`src/rtl/micro_mult_pkg.sv`:
```
`default_nettype none
// ============================================================================
//  Module   : micro_mult_pkg
//  Brief    : Shared types, constants and helpers for the micro multiplier.
//  Revision : 1.0 - initial release
// ============================================================================
package micro_mult_pkg;

    // Control states of the sequential multiplier.
    typedef enum logic [1:0] {
        IDLE = 2'd0,
        RUN  = 2'd1,
        DONE = 2'd2
    } mm_state_t;

    // Default operand width in bits.
    localparam int MM_WIDTH = 8;

    // Width of the iteration counter needed to count WIDTH steps.
    function automatic int mm_cnt_w(input int width);
        return $clog2(width);
    endfunction

endpackage
`default_nettype wire

```
`src/rtl/micro_mult_shift_add.sv`:
```
`default_nettype none
// ============================================================================
//  Module   : micro_mult_shift_add
//  Brief    : Shift-and-add datapath: accumulator, shifted multiplicand and
//             right-shifting multiplier, advanced one bit per step.
//  Revision : 1.0 - initial release
// ============================================================================
module micro_mult_shift_add
    import micro_mult_pkg::*;
#(
    parameter int WIDTH = MM_WIDTH
) (
    input  logic                 clk,
    input  logic                 rst_n,
    input  logic                 load_i,
    input  logic                 step_i,
    input  logic [WIDTH-1:0]     a_i,
    input  logic [WIDTH-1:0]     b_i,
    output logic [2*WIDTH-1:0]   acc_next_o
);

    logic [2*WIDTH-1:0] acc_q;
    logic [2*WIDTH-1:0] mcand_q;
    logic [WIDTH-1:0]   mplier_q;
    logic [2*WIDTH-1:0] acc_d;

    // Accumulator value after the current step; the controller captures this
    // on the last step so the final partial product is included.
    always_comb begin
        acc_d = acc_q;
        if (mplier_q[0]) begin
            acc_d = acc_q + mcand_q;
        end
    end

    assign acc_next_o = acc_d;

    // Load operands on an accepted start, otherwise consume one multiplier bit per step.
    always_ff @(posedge clk or negedge rst_n) begin
        if (!rst_n) begin
            acc_q    <= '0;
            mcand_q  <= '0;
            mplier_q <= '0;
        end else if (load_i) begin
            acc_q    <= '0;
            mcand_q  <= {{WIDTH{1'b0}}, a_i};
            mplier_q <= b_i;
        end else if (step_i) begin
            acc_q    <= acc_d;
            mcand_q  <= mcand_q << 1;
            mplier_q <= mplier_q >> 1;
        end
    end

endmodule
`default_nettype wire

```
`src/rtl/micro_mult_core.sv`:
```
`default_nettype none
// ============================================================================
//  Module   : micro_mult_core
//  Brief    : Sequential unsigned shift-and-add multiplier with a byte-wide
//             product readout port for an 8-bit pin wrapper.
//  Revision : 1.0 - initial release
// ============================================================================
module micro_mult_core
    import micro_mult_pkg::*;
#(
    parameter int WIDTH = MM_WIDTH
) (
    input  logic                              clk,
    input  logic                              rst_n,
    input  logic                              ena,
    input  logic                              start,
    input  logic [WIDTH-1:0]                  a,
    input  logic [WIDTH-1:0]                  b,
    input  logic [$clog2(2*WIDTH/8)-1:0]      byte_sel,
    output logic                              busy,
    output logic                              done,
    output logic [2*WIDTH-1:0]                product,
    output logic [7:0]                        out_byte
);

    localparam int                CNT_W    = mm_cnt_w(WIDTH);
    localparam logic [CNT_W-1:0]  CNT_LAST = CNT_W'(WIDTH - 1);
    localparam int                NBYTES   = 2 * WIDTH / 8;
    localparam logic [31:0]       NBYTES_U = 32'(NBYTES);

    mm_state_t          state_q;
    mm_state_t          state_d;
    logic [CNT_W-1:0]   cnt_q;
    logic [CNT_W-1:0]   cnt_d;
    logic [2*WIDTH-1:0] product_q;
    logic [2*WIDTH-1:0] product_d;
    logic               load;
    logic               step;
    logic [2*WIDTH-1:0] acc_next;
    logic [31:0]        sel_ext;

    micro_mult_shift_add #(
        .WIDTH      (WIDTH)
    ) u_datapath (
        .clk        (clk),
        .rst_n      (rst_n),
        .load_i     (load),
        .step_i     (step),
        .a_i        (a),
        .b_i        (b),
        .acc_next_o (acc_next)
    );

    // Controller state, step counter and result register; all frozen by ena=0
    // through the next-state logic.
    always_ff @(posedge clk or negedge rst_n) begin
        if (!rst_n) begin
            state_q   <= IDLE;
            cnt_q     <= '0;
            product_q <= '0;
        end else begin
            state_q   <= state_d;
            cnt_q     <= cnt_d;
            product_q <= product_d;
        end
    end

    // Next-state and datapath enables; nothing advances while ena is low.
    always_comb begin
        state_d   = state_q;
        cnt_d     = cnt_q;
        product_d = product_q;
        load      = 1'b0;
        step      = 1'b0;
        if (ena) begin
            case (state_q)
                IDLE: begin
                    if (start) begin
                        load    = 1'b1;
                        cnt_d   = '0;
                        state_d = RUN;
                    end
                end
                RUN: begin
                    step  = 1'b1;
                    cnt_d = cnt_q + CNT_W'(1);
                    if (cnt_q == CNT_LAST) begin
                        product_d = acc_next;
                        state_d   = DONE;
                    end
                end
                DONE: begin
                    state_d = IDLE;
                end
                default: begin
                    state_d = IDLE;
                end
            endcase
        end
    end

    // Status flags decode directly from the registered state.
    always_comb begin
        busy = (state_q == RUN);
        done = (state_q == DONE);
    end

    assign product = product_q;
    assign sel_ext = 32'(byte_sel);

    // Byte readout mux; out-of-range selects wrap modulo the byte count.
    always_comb begin
        out_byte = 8'h00;
        for (int i = 0; i < NBYTES; i++) begin
            if ((sel_ext % NBYTES_U) == 32'(i)) begin
                out_byte = product_q[8*i +: 8];
            end
        end
    end

endmodule
`default_nettype wire

```
`config.mk`:
```
export PLATFORM = sky130hd
export DESIGN_NAME = micro_mult_core
export DESIGN_NICKNAME = d
export VERILOG_FILES = /design/src/rtl/micro_mult_pkg.sv /design/src/rtl/micro_mult_shift_add.sv /design/src/rtl/micro_mult_core.sv
export SDC_FILE = /design/constraint.sdc
export NUM_CORES = 1
export LEC_CHECK = 0
export ABC_AREA = 0
export ABC_CLOCK_PERIOD_IN_PS = 2300
export CELL_PAD_IN_SITES_DETAIL_PLACEMENT = 0
export CELL_PAD_IN_SITES_GLOBAL_PLACEMENT = 2
export CORE_MARGIN = 4
export CORE_UTILIZATION = 35
export CTS_CLUSTER_DIAMETER = 60
export DETAILED_ROUTE_END_ITERATION = 8
export GPL_ROUTABILITY_DRIVEN = 0
export PLACE_DENSITY = 0.82
export SYNTH_ARGS = -nofsm -noshare
export SYNTH_HDL_FRONTEND = slang
export SYNTH_SLANG_ARGS = --single-unit
```
`constraint.sdc`:
```
create_clock -name clk -period 2.3 [get_ports clk]
set_clock_uncertainty 0.1 [all_clocks]
set_input_delay 0.23 -clock clk [delete_from_list [all_inputs] [get_ports clk]]
set_output_delay 0.23 -clock clk [all_outputs]
set_load 0.01 [all_outputs]
```
==> results.py <==
metrics = {
    "layout": {
        "final_nets": 460,
        "seq_area_mm2": 0.00153,
        "areaGrowthSynthToFinish_pct": 31.1,
        "final.fill_count": 931,
        "area_used_by_multi_input_combinational_logic_mm2": 0.00195,
        "antennaDiodeCount": 0,
        "fraction_of_layout_cells_with_a_size_suffix_above_1_pct": 20.2,
        "finish.cell_count_without_fillers": 559,
    },
    "timing": {
        "final-setup-viol-count": 0,
        "slew_headroom_pct": 60.7,
        "timing.fmax_mhz": 451,
        "hold_viol": 0,
        "fin_ws_ps": 84.8,
        "timing_worst_slew_pin_value_ps": 590,
        "layout_min_cycle_time_ps": 2220,
        "final.period_utilization_pct": 96.3,
        "rsz0062_at_grt": "true",
        "finalMaxSlewViolations": 0,
    },
    "grt": {
        "antenna_violations_before_repair": 0,
        "gr_util_all_layers_pct": 16.7,
        "first_global_vias": 2845,
        "grt_start_max_net_pins": 40,
        "global_route_wire_length_before_repair_mm": 15.0,
        "global_route.overflow_total": 0,
    },
    "drt": {
        "routed_wire_length_mm": 9.11,
        "drtPass1Iterations": 4,
        "dr.first_iter.drc_count": 134,
        "routed_via_density": 5.16,
        "via_count": 2885,
        "avgRoutedWirePerCell_um": 16.3,
        "route.antenna.remaining_nets": 0,
        "drt_drc_violations_left": 0,
    },
    "synth": {
        "synth_largest_area_cell": "sky130_fd_sc_hd__dfrtp_1",
        "synth-edff-count": 0,
        "synthArstFlopShare_pct": 100,
        "mappedNetlistNets": 397,
        "post_synth_main_area_contributors": "sky130_fd_sc_hd__dfrtp_1, sky130_fd_sc_hd__nand2_1, sky130_fd_sc_hd__ha_1, sky130_fd_sc_hd__o21ai_0, sky130_fd_sc_hd__a22o_1",
        "post-synth-top-area-fraction_pct": 44.1,
        "ys_seq_elements": 61,
        "synth_sequential_area_ratio_pct": 44.1,
        "number_of_synthesis_warnings": 0,
        "synth.cell_area_mm2": 0.00346,
        "post_synth.cell_area_avg_um2": 9.68,
        "yosys.cell_types.count": 53,
        "syn-instance-count": 358,
        "postSynth.topFlopCell": "sky130_fd_sc_hd__dfrtp_1",
    },
    "worst_setup_path": {
        "critPathLaunchType": "flip-flop",
        "crit_required_ps": 2480,
        "worstReg2RegEnd": "product[13]",
        "worst-r2r-cell-count": 7,
        "rr_startpoint": "u_datapath.mcand_q[6]",
        "crit_fanout": 3,
        "r2r_slack_ps": 80,
        "critical_path_class": "flip-flop to flip-flop",
        "crit_path_capture_type": "flip-flop",
        "cp_data_arrival_time_ps": 2390,
    },
    "clock_tree": {
        "root_buffer": "sky130_fd_sc_hd__clkbuf_8",
        "cts_htree_levels": 3,
        "path_clk_slew_ps": 70,
        "tritoncts_clock_tree": "yes",
        "cts.path.max_buffers": 2,
        "numClockSinks": 61,
        "clock_latency_ps": 340,
        "cts_buffers": 9,
    },
    "floorplan": {
        "die_width_um": 107,
        "floorplan.initialDensity_pct": 35.8,
        "boundary_pin_count": 47,
        "die_height_um": 107,
        "num_rows": 36,
        "die_area_mm2": 0.0116,
        "core_area_mm2": 0.00968,
    },
    "placement": {
        "place.detailed.instances": 540,
        "preCtsSetupSlack_ps": -4.86,
        "buffer_ports.inserted": 46,
        "post_dp_hpwl_mm": 6.77,
    },
    "power": {
        "worst_ir_drop_vdd_uv": 484,
        "post-layout-total-power_mw": 5.96,
        "power_per_cell_area_mw_per_mm2": 1310,
        "power.share.switching_pct": 41.0,
        "p_int_mw": 3.51,
        "power_frac_clock_pct": 16.4,
        "seqPwrFrac_pct": 32.5,
        "share_comb_of_total_power_pct": 51.1,
        "power.net_switching_mw": 2.44,
        "static-leakage-power_nw": 2.02,
    },
    "hold_path": {
        "holdCritPathClass": "input pin to asynchronous set/reset pin",
    },
    "run_status": {
        "status": "completed",
    },
    "flow_run": {
        "cap_violations": 0,
    },
}
-- power groups by stage --
stage | logic [mW] | clock network (mW) | registers (mW)
2_1_floorplan | 1.86 | 0 | 1.80
3_3_place_gp | 2.79 | 0 | 1.91
3_5_place_dp | 2.82 | 0 | 1.92
4_1_cts | 2.84 | 1.01 | 1.91
5_1_grt | 3.36 | 1.06 | 2.01
6_report | 3.04 | 0.977 | 1.94
-- critical path, cell delays in order (launching register included) --
cell,delay (ps)
sky130_fd_sc_hd__dfrtp_1,410
sky130_fd_sc_hd__ha_1,340
sky130_fd_sc_hd__a21oi_2,220
sky130_fd_sc_hd__o21ai_0,140
sky130_fd_sc_hd__a221oi_1,380
sky130_fd_sc_hd__o21ai_2,130
sky130_fd_sc_hd__or3_1,360
sky130_fd_sc_hd__nand3_1,80
-- how the worst max path moves through the flow --
stage                                startpoint              endpoint  slack [ps]  cells past startpoint
final                     u_datapath.mcand_q[6]           product[13]          80                      7
after global routing      u_datapath.mcand_q[0]  u_datapath.acc_q[10]         -30                      9
after CTS                 u_datapath.mcand_q[0]           product[14]           4                      8
after detailed placement    u_datapath.acc_q[0]            product[8]          -5                      8
after global placement    u_datapath.mcand_q[0]            product[8]           7                      8
after floorplan           u_datapath.mcand_q[0]           product[14]         150                      8
-- cell usage after synthesis, drive strengths merged (9+ instances only) --
master,number
nand2,62
dfrtp,61
o21ai,31
a21oi,18
ha,17
nand3,17
a22o,12
a22oi,12
clkbuf,12
xnor2,11
buf,9
mux2i,9
-- stage by stage --
| step | hold slack (ps) | setup TNS (ps) | util, % | area (um2) |
|---|---|---|---|---|
| floorplan | -166 | 0 | - | 3460 |
| global placement | 153 | 0 | 43.2 | 4180 |
| detailed placement | 159 | -4.86 | 43.2 | 4180 |
| CTS | 317 | 0 | 45.4 | 4400 |
| global route | 368 | -35.1 | 46.9 | 4540 |
| finish | 311 | 0 | 46.9 | 4540 |
-- cell usage in the layout, fill, tap and decap left out, types with 3 or more instances in the layout --
cell type and n:
sky130_fd_sc_hd__o211ai_2 3, sky130_fd_sc_hd__dfrtp_1 60, sky130_fd_sc_hd__nand2_1 62, sky130_fd_sc_hd__nor3b_1 6, sky130_fd_sc_hd__mux2_2 8, sky130_fd_sc_hd__ha_1 7
sky130_fd_sc_hd__a21o_1 6, sky130_fd_sc_hd__o21bai_1 3, sky130_fd_sc_hd__nand3_1 16, sky130_fd_sc_hd__mux2i_1 7, sky130_fd_sc_hd__o21ai_0 20, sky130_fd_sc_hd__xnor2_1 10
sky130_fd_sc_hd__a22o_1 12, sky130_fd_sc_hd__a21oi_2 5, sky130_fd_sc_hd__clkdlybuf4s50_1 45, sky130_fd_sc_hd__nor2_1 7, sky130_fd_sc_hd__ha_4 5, sky130_fd_sc_hd__a21oi_1 13
sky130_fd_sc_hd__a31oi_1 4, sky130_fd_sc_hd__inv_1 6, sky130_fd_sc_hd__o21ai_1 9, sky130_fd_sc_hd__and3_1 7, sky130_fd_sc_hd__a31o_2 3, sky130_fd_sc_hd__buf_4 25
sky130_fd_sc_hd__or3_1 3, sky130_fd_sc_hd__a22oi_1 12, sky130_fd_sc_hd__clkbuf_8 10, sky130_fd_sc_hd__ha_2 5
-- flip-flops by register name (all words and copies together), names as in the netlist --
signal               flops
state_q                  2
u_datapath.acc_q        16
product                 16
cnt_q                    3
u_datapath.mcand_q      16
u_datapath.mplier_q      8
-- layer usage --
metal	global-route usage, %	part of all wire [%]	up-vias
met3	3.60	3.3	14
li1	-	-	1437
met4	4.96	1.7	0
met2	25.0	44	53
met1	24.2	51	1381
met5	0	0	-
-- area by class of cell --
class / instances / share of cell area [%]
Multi-Input combinational cell: 270 / 42.9
Sequential cell: 61 / 33.6
Timing Repair Buffer: 73 / 14.8
Tap cell: 133 / 3.66
Clock buffer: 11 / 3.11
Clock inverter: 5 / 1.32
Inverter: 6 / 0.496
-- logic make-up after synthesis --
kind of cell / count (synthesis) / synth area share [%]
AND/OR/NAND/NOR: 118 / 16.5
AO/OA/AOI/OAI: 105 / 20.9
flip-flops: 61 / 44.1
buffers and inverters: 27 / 3.65
adder cells (fa/ha/maj): 18 / 6.72
multiplexers: 17 / 5.20
XOR/XNOR: 12 / 3.03
-- repair_timing --
item                                   in CTS  in global routing
setup endpoints to repair                   1                 14
pin swaps                                   0                  5
setup buffers                               0                  2
endpoints found under the hold margin      22                  0
hold buffers                                1                  0
resized for setup                           1                 24
No activity file was read; power rests on OpenSTA's default activity.
